**src/rtl/stream_widen.sv**
```systemverilog
// stream_widen: packs STREAM_OUT_MULTIPLIER narrow features into one wide
// output word, buffers words in a FIFO and drains them while the downstream
// reports space through stream_out_ready.
//
// Optional feature macro: STREAM_WIDEN_ERROR_FLAG_EN
//   defined   -> sticky 'error' output, set when a partial word is discarded
//                by an early stream_in_first or when a word is dropped
//                because the FIFO is full; cleared only by rst.
//   undefined -> no 'error' port and no error logic; the discard and drop
//                behaviour itself is identical.
//
// Pipeline, counted in rising edges after the edge that samples the feature
// completing a word (FIFO empty, ready high):
//   edge 0 : feature lands in the assembly register, word marked pending
//   edge 1 : pending word written into the FIFO
//   edge 2 : FIFO popped into the read register
//   edge 3 : read register copied to the output register (valid rises)
module stream_widen #(
    parameter int STREAM_WIDTH          = 8,
    parameter int STREAM_OUT_MULTIPLIER = 3,
    parameter int BUFFER_DEPTH          = 4,
    localparam int STREAM_OUT_WIDTH     = STREAM_WIDTH * STREAM_OUT_MULTIPLIER
) (
    input  logic                        clk,
    input  logic                        rst,
    input  logic [STREAM_WIDTH-1:0]     stream_in,
    input  logic                        stream_in_valid,
    input  logic                        stream_in_first,
    input  logic                        stream_in_last,
    output logic [STREAM_OUT_WIDTH-1:0] stream_out,
    output logic                        stream_out_valid,
    output logic                        stream_out_first,
    output logic                        stream_out_last,
    input  logic                        stream_out_ready
`ifdef STREAM_WIDEN_ERROR_FLAG_EN
    ,
    output logic                        error
`endif
);

    localparam int LANE_W  = $clog2(STREAM_OUT_MULTIPLIER);
    localparam int LEVEL_W = BUFFER_DEPTH + 1;
    localparam int DEPTH   = 1 << BUFFER_DEPTH;
    // FIFO entry layout: {last, first, data}
    localparam int ENTRY_W = STREAM_OUT_WIDTH + 2;

    localparam logic [LANE_W-1:0]  LAST_LANE = LANE_W'(STREAM_OUT_MULTIPLIER - 1);
    localparam logic [LEVEL_W-1:0] FULL_LVL  = LEVEL_W'(DEPTH);

    // ------------------------------------------------------------------
    // Word assembly
    // ------------------------------------------------------------------
    logic [LANE_W-1:0]           lane_q, lane_d;
    logic [STREAM_OUT_WIDTH-1:0] asm_q, asm_d;
    logic                        asm_first_q, asm_first_d;
    logic                        asm_last_q;
    logic                        wr_pend_q;

    logic [LANE_W-1:0]           eff_lane;
    logic                        close_word;

    // Place the incoming feature in its lane; a first flag always restarts
    // the word at lane 0, throwing away whatever partial word was pending.
    always_comb begin
        eff_lane    = lane_q;
        asm_d       = asm_q;
        asm_first_d = asm_first_q;
        close_word  = 1'b0;
        lane_d      = lane_q;

        if (stream_in_first) begin
            eff_lane = '0;
        end

        // Starting a new word clears every lane so a short word is zero-filled.
        if (eff_lane == '0) begin
            asm_d       = '0;
            asm_first_d = stream_in_first;
        end

        for (int i = 0; i < STREAM_OUT_MULTIPLIER; i++) begin
            if (eff_lane == LANE_W'(i)) begin
                asm_d[i*STREAM_WIDTH +: STREAM_WIDTH] = stream_in;
            end
        end

        close_word = (eff_lane == LAST_LANE) || stream_in_last;
        lane_d     = close_word ? '0 : eff_lane + LANE_W'(1);
    end

    // Assembly register and lane counter; only valid features advance them.
    always_ff @(posedge clk) begin
        if (rst) begin
            lane_q      <= '0;
            asm_q       <= '0;
            asm_first_q <= 1'b0;
            asm_last_q  <= 1'b0;
            wr_pend_q   <= 1'b0;
        end else begin
            wr_pend_q <= stream_in_valid && close_word;
            if (stream_in_valid) begin
                lane_q      <= lane_d;
                asm_q       <= asm_d;
                asm_first_q <= asm_first_d;
                asm_last_q  <= stream_in_last;
            end
        end
    end

    // ------------------------------------------------------------------
    // Output FIFO
    // ------------------------------------------------------------------
    logic [ENTRY_W-1:0]      mem_q [DEPTH];
    logic [BUFFER_DEPTH-1:0] wr_ptr_q, rd_ptr_q;
    logic [LEVEL_W-1:0]      level_q, level_d;

    logic fifo_full;
    logic fifo_pop;
    logic fifo_push;

    // Push/pop decisions; a write into a full FIFO only succeeds when the
    // same edge frees an entry.
    always_comb begin
        fifo_full = (level_q == FULL_LVL);
        fifo_pop  = (level_q != '0) && stream_out_ready;
        fifo_push = wr_pend_q && (!fifo_full || fifo_pop);
        level_d   = level_q;
        if (fifo_push && !fifo_pop) begin
            level_d = level_q + LEVEL_W'(1);
        end else if (fifo_pop && !fifo_push) begin
            level_d = level_q - LEVEL_W'(1);
        end
    end

    // FIFO storage; contents need no reset because the pointers guard them.
    always_ff @(posedge clk) begin
        if (!rst && fifo_push) begin
            mem_q[wr_ptr_q] <= {asm_last_q, asm_first_q, asm_q};
        end
    end

    // FIFO pointers and fill level; pointers wrap naturally at DEPTH.
    always_ff @(posedge clk) begin
        if (rst) begin
            wr_ptr_q <= '0;
            rd_ptr_q <= '0;
            level_q  <= '0;
        end else begin
            level_q <= level_d;
            if (fifo_push) begin
                wr_ptr_q <= wr_ptr_q + BUFFER_DEPTH'(1);
            end
            if (fifo_pop) begin
                rd_ptr_q <= rd_ptr_q + BUFFER_DEPTH'(1);
            end
        end
    end

    // ------------------------------------------------------------------
    // Read and output registers
    // ------------------------------------------------------------------
    logic [ENTRY_W-1:0]          rd_entry_q;
    logic                        rd_valid_q;
    logic [STREAM_OUT_WIDTH-1:0] out_data_q;
    logic                        out_valid_q;
    logic                        out_first_q;
    logic                        out_last_q;

    // Capture the popped entry; this stage is what gives the fixed latency.
    always_ff @(posedge clk) begin
        if (rst) begin
            rd_entry_q <= '0;
            rd_valid_q <= 1'b0;
        end else begin
            rd_valid_q <= fifo_pop;
            if (fifo_pop) begin
                rd_entry_q <= mem_q[rd_ptr_q];
            end
        end
    end

    // Present the word; flags are forced low whenever no word is presented.
    always_ff @(posedge clk) begin
        if (rst) begin
            out_data_q  <= '0;
            out_valid_q <= 1'b0;
            out_first_q <= 1'b0;
            out_last_q  <= 1'b0;
        end else begin
            out_valid_q <= rd_valid_q;
            out_first_q <= rd_valid_q && rd_entry_q[STREAM_OUT_WIDTH];
            out_last_q  <= rd_valid_q && rd_entry_q[STREAM_OUT_WIDTH+1];
            if (rd_valid_q) begin
                out_data_q <= rd_entry_q[STREAM_OUT_WIDTH-1:0];
            end
        end
    end

    assign stream_out       = out_data_q;
    assign stream_out_valid = out_valid_q;
    assign stream_out_first = out_first_q;
    assign stream_out_last  = out_last_q;

`ifdef STREAM_WIDEN_ERROR_FLAG_EN
    // ------------------------------------------------------------------
    // Sticky error flag
    // ------------------------------------------------------------------
    logic error_q;
    logic word_discard;
    logic word_drop;

    // A discard is an early first flag; a drop is a write into a full FIFO
    // that no pop rescued.
    always_comb begin
        word_discard = stream_in_valid && stream_in_first && (lane_q != '0);
        word_drop    = wr_pend_q && fifo_full && !fifo_pop;
    end

    // Error stays set until reset.
    always_ff @(posedge clk) begin
        if (rst) begin
            error_q <= 1'b0;
        end else if (word_discard || word_drop) begin
            error_q <= 1'b1;
        end
    end

    assign error = error_q;
`endif

endmodule

```
**config.mk**
```make
export PLATFORM = sky130hd
export DESIGN_NAME = stream_widen
export DESIGN_NICKNAME = d
export VERILOG_FILES = /design/src/rtl/stream_widen.sv
export SDC_FILE = /design/constraint.sdc
export NUM_CORES = 1
export LEC_CHECK = 0
export BUFFER_PORTS_ARGS = -buffer_cell sky130_fd_sc_hd__buf_4
export CAP_MARGIN = 20
export CORE_MARGIN = 2
export CORE_UTILIZATION = 40
export CTS_CLUSTER_DIAMETER = 30
export CTS_CLUSTER_SIZE = 8
export DETAILED_ROUTE_END_ITERATION = 10
export GPL_ROUTABILITY_DRIVEN = 0
export PLACE_DENSITY = 0.64
export SLEW_MARGIN = 5
export SYNTH_ARGS = -nofsm -noshare
export SYNTH_HDL_FRONTEND = slang
export SYNTH_SLANG_ARGS = --single-unit
```
**constraint.sdc**
```tcl
create_clock -name clk -period 3.9 [get_ports clk]
set_input_delay 0.585 -clock clk [delete_from_list [all_inputs] [get_ports clk]]
set_output_delay 0.585 -clock clk [all_outputs]
set_load 0.02 [all_outputs]
```
; After elaboration in Yosys (flattened, before gate mapping)
; Memory sizes are Yosys's and may differ from the RTL's. A register that Yosys moved wholly into a read port is not among the register bits.
; Index checks and enable logic that the tools add are counted.
[word_totals]
output_inout_bits = 27
register_bits = 70
memories = 1
in_bits = 14
ram_bits = 416
[mem_list]
columns = memory, depth, width, read_ports, rd_ports_with_merged_regs, wr, line
row1 = mem_q, 16, 26, 1, 1, 1, 113  ; logic [ENTRY_W-1:0] mem_q [DEPTH];
[classes]
muxes = 10
n_reduce_logical = 22
eq_ne = 3
n_addsub = 5
[ops]
columns = cell, count
row1 = $mux W24, 1
row2 = $mux W8, 3
row3 = $mux W5, 2
row4 = $add A4 B1 Y4 const B, 2
row5 = $logic_and A1 B1 Y1, 8
row6 = $reduce_and A2 Y1, 3
row7 = $reduce_bool A2 Y1, 3
row8 = $add A5 B1 Y5 const B, 1
row9 = $eq A5 B5 Y1 const B, 1
row10 = $reduce_bool A5 Y1, 1
row11 = $sub A5 B1 Y5 const B, 1
row12 = $logic_not A1 Y1, 4
row13 = $mux W2, 2
row14 = $add A2 B1 Y2 const B, 1
row15 = $eq A2 B1 Y1 const B, 1
row16 = $eq A2 B2 Y1 const B, 1
row17 = $logic_not A2 Y1, 1
row18 = $logic_or A1 B1 Y1, 2
row19 = $mux W1, 2

; Longest topological paths before layout
[depth]
word_depth = 8
mapped_depth = 11
mapped_depth_nobuf = 9

; Least setup slack after synthesis
; Ideal clock, no wire load.
[synth_timing]
path_kind = register to register
start = register level_q[0]
end = register level_q[4]
path_stages_with_launch = 12
setup_ns = 0.121
synth_period_minus_slack_ns = 2.960
arrival_time_ns = 2.839
required_time_ns = 3.779
setup_slack_ns = 0.940
path_buffers = 2
cell_sequence = dfxtp_1 -> or4_1 -> buf_6 -> o21a_1 -> clkbuf_1 -> ha_1 -> inv_1 -> ha_1 -> a21o_1 -> a21oi_1 -> mux2i_1 -> mux2_2
[synth_via]
elab_chain_len = 7
elab_cells_between_ends = 15
classes_between = add/sub (2) / eq/ne (1) / mux (2) / reduce/logical (10)
[synth_lines]
columns = item, line
row1 = "start, declared", 115  ; logic [LEVEL_W-1:0] level_q, level_d;
row2 = "start signal, assigned", 149  ; level_q <= level_d;
row3 = "parallel branches: the longest is 7 deep, another holds $sub A5 B1 Y5", --
; Parallel ways; which one is timed is not known. The select of a mux whose other input is x is not followed.
; A chain may end at the register's enable or synchronous reset.

; Final worst setup path
; Same ends and word-level chain as after synthesis.

==> impl_metrics.json <==
{
  "worstMarginPinSlew_ns": 1.15,
  "rr_startpoint": "level_q[0]$_SDFFE_PP0P_",
  "antenna_found_initial": 0,
  "status": "complete, no violations",
  "pin_count": 41,
  "vias": 9776,
  "clk_latency_ns": 0.62,
  "cts_root_buf": "clkbuf_16",
  "synth_cells": 1016,
  "seq_area_mm2": 0.0144,
  "track_usage_pct": 17.3,
  "cap_violations": 0,
  "synth_compound_area_share_pct": 2.64,
  "syn_nets": 1043,
  "cellPowerDensity_mw_per_mm2": 690,
  "placed_area_mm2": 0.0206,
  "hold_depth": 3,
  "multi_input_area_mm2": 0.00481,
  "synth_seq_cells": 512,
  "path_cells": "or4_1 -> o21ai_4 -> ha_1 -> inv_1 -> fa_1 -> a21o_1 -> a21oi_1 -> mux2i_1 -> mux2_2",
  "crit_arrival_ns": 3.66,
  "first_pass_iters": 5,
  "r2r_end": "level_q[4]$_SDFFE_PP0P_",
  "clk_pin_slew_ns": 0.05,
  "r2r.worst_path.cells": 9,
  "setup_viol_count_final": 0,
  "row_count": 80,
  "overflow": 0,
  "synth.mux.area_fraction_pct": 16.5,
  "min_to": "asm_last_q$_SDFFE_PP0P_",
  "clock.fmax_mhz": 316,
  "drv_slew": 0,
  "synth_xor_area_share_pct": 0.406,
  "ant_nets": 0,
  "cp_slowest_stage_delay_ns": 0.72,
  "endpoint_kind": "flop",
  "hold_violations": 0,
  "worstPathMaxFanout": 7,
  "path_delay_family": "simple AND/OR/NAND/NOR gates",
  "coreArea_mm2": 0.0478,
  "wire_per_inst_um": 22.8,
  "hold_path.class": "in -> reg",
  "fin_skew_ns": 0.0196,
  "power.total_mw": 16.6,
  "ys.warnings.count": 0,
  "routed_wl_mm": 41.8,
  "cts_setup_buffers": 0,
  "ys_async_sr_fraction_pct": 0,
  "clk_path_buf_depth": 3,
  "htreeDepth": 3,
  "synth_area_per_cell_um2": 19.1,
  "cts_buffers": 99,
  "grt_setup_unrepaired": "false",
  "synth_top_family_by_area": "multiplexers",
  "ys_types": 41,
  "synth_flop_cell": "edfxtp_1",
  "initial_core_util_pct": 40.6,
  "crit_type": "reg -> reg",
  "fin_area_mm2": 0.0241,
  "nets": 1155,
  "synth_edf_count": 416,
  "drc": 0,
  "pre_cts_slack_ns": 0.750,
  "tritoncts": "built",
  "dieArea_mm2": 0.0504,
  "setup_ws_ns": 0.735,
  "yosys.area_share.simple_pct": 3.73,
  "grt_pass1_wl_mm": 64.3,
  "via_per_inst": 5.34,
  "p_leak_nw": 7.95,
  "dieHeight_um": 224,
  "area_growth_pct": 24.0,
  "num-fill-cells": 3739,
  "min_period_ns": 3.16,
  "io_buffers": 40,
  "hold_buffers": 0,
  "crit_slowest_cell": "or4_1",
  "synth-adder-area-share_pct": 0.876,
  "cp.required_ns": 4.39,
  "synth_seq_area_share_pct": 74.2,
  "yosysTopAreaCellShare_pct": 64.3,
  "cts_num_sinks": 512,
  "dieWidth_um": 224,
  "synthTopCellsByArea": "edfxtp_1 (64%), mux4_2 (12%), dfxtp_1 (9.9%), mux2i_1 (2.8%), nor2_1 (1.7%)",
  "grt_pass1_vias": 10552,
  "synth_area_mm2": 0.0194,
  "diodes": 0,
  "hp-start": "stream_in_last",
  "period_share_pct": 81.1,
  "place_hpwl_mm": 23.0,
  "ctsResizeCount": 0,
  "cp_num_buf_inv": 1,
  "grt_start_max_net_pins": 59,
  "drive_above_1_share_pct": 31.9,
  "ir_drop_v": 0.000344,
  "crit_path_start_kind": "flop",
  "relSlewSlack_pct": 23.5,
  "drt_iter0_markers": 718,
  "r2r_slack_ns": 0.74,
  "finalSetupTns_ns": 0,
  "yosysTopAreaCell": "edfxtp_1"
}
## area by class of cell
| cell class | instances | area share (%) |
|---|---|---|
| clock buffer | 136 | 11.5 |
| timing repair buffer | 70 | 2.49 |
| tap | 615 | 3.19 |
| inverter | 5 | 0.0779 |
| clock inverter | 52 | 2.86 |
| multi-input combinational | 440 | 20.0 |
| sequential | 512 | 59.9 |
## where the power goes
group          switching, mW  internal (mW)  leakage [nW]
Clock                   2.72           5.95          1.68
Sequential             0.210           6.03          4.56
Combinational          0.800          0.901          1.70
Total                   3.73           12.9          7.95
## cells by family (layout without fill, tap and decap cells)
kind of cell    Yosys count  after routing
flops                   512            512
mux                     186            186
simple gates            166            166
compound gates           66             66
buf+inv                  64            263
fa+ha+maj                13             13
xor+xnor                  9              9
## cells in the mapped netlist, types with 2 or more instances
master,n
inv_1,5
buf_4,2
and3_1,2
nor2b_1,2
edfxtp_1,416
a21oi_1,30
xor2_1,7
dfxtp_1,96
mux2i_1,55
nand2_1,32
nand2b_1,5
buf_1,11
buf_12,2
buf_6,5
ha_1,12
clkbuf_1,27
o211ai_1,4
nand3b_1,2
a221o_2,3
and2_1,4
buf_2,11
mux2_2,27
nor2_1,86
a221o_1,23
mux4_2,104
xnor2_1,2
nand3_1,27
## stage by stage
stage / std cells / util, % / hold slack (ns)
floorplan: 1016 / - / 0.430
global placement: 1642 / 43.1 / 0.452
detailed placement: 1642 / 43.1 / 0.456
CTS: 1830 / 50.4 / 0.202
global route: 1830 / 50.4 / 0.271
finish: 1830 / 50.4 / 0.242
## state kept, by name, indices dropped and copies added (netlist names), 2 cells and up
name,cells
mem_q,416
rd_entry_q,26
asm_q,24
stream_out,24
level_q,5
rd_ptr_q,4
wr_ptr_q,4
lane_q,2
## cell usage in the layout (no fill, tap or decap), types with 23 or more instances in the layout
cell,netlist,routed
edfxtp_1,416,416
mux4_2,104,104
clkbuf_16,0,102
dfxtp_1,96,92
nor2_1,86,70
buf_4,2,64
mux2i_1,55,55
nand2_1,32,32
a21oi_1,30,30
mux2_2,27,27
nand3_1,27,27
clkbuf_1,27,24
a221o_1,23,23
## worst max-delay path by stage
stage | to | startpoint | depth (start not counted) | slack (ns)
after floorplan | level_q[4]$_SDFFE_PP0P_ | level_q[0]$_SDFFE_PP0P_ | 11 | 0.94
after global placement | level_q[4]$_SDFFE_PP0P_ | level_q[0]$_SDFFE_PP0P_ | 9 | 0.79
after detailed placement | level_q[4]$_SDFFE_PP0P_ | level_q[0]$_SDFFE_PP0P_ | 9 | 0.75
after CTS | level_q[4]$_SDFFE_PP0P_ | level_q[0]$_SDFFE_PP0P_ | 9 | 0.73
after global routing | level_q[4]$_SDFFE_PP0P_ | level_q[0]$_SDFFE_PP0P_ | 9 | 0.53
final | level_q[4]$_SDFFE_PP0P_ | level_q[0]$_SDFFE_PP0P_ | 9 | 0.74
## per-layer routing
metal	up-vias	share of wire, %	GRT usage, %
li1	4320	-	-
met1	5135	43	22.7
met2	265	50	28.8
met3	56	4.8	3.32
met4	0	2.0	6.37
met5	-	0	0
## worst register-to-register path, delay by kind of cell, from the launching register on
kind                       cells  cell delay, ns
adders and majority gates      2            0.65
AOI/OAI and AO/OA              3            0.66
and+or+nand+nor                1            0.72
buffers and inverters          1            0.12
DFF                            1            0.35
muxes                          2            0.55
No activity file was read; power rests on OpenSTA's default activity.
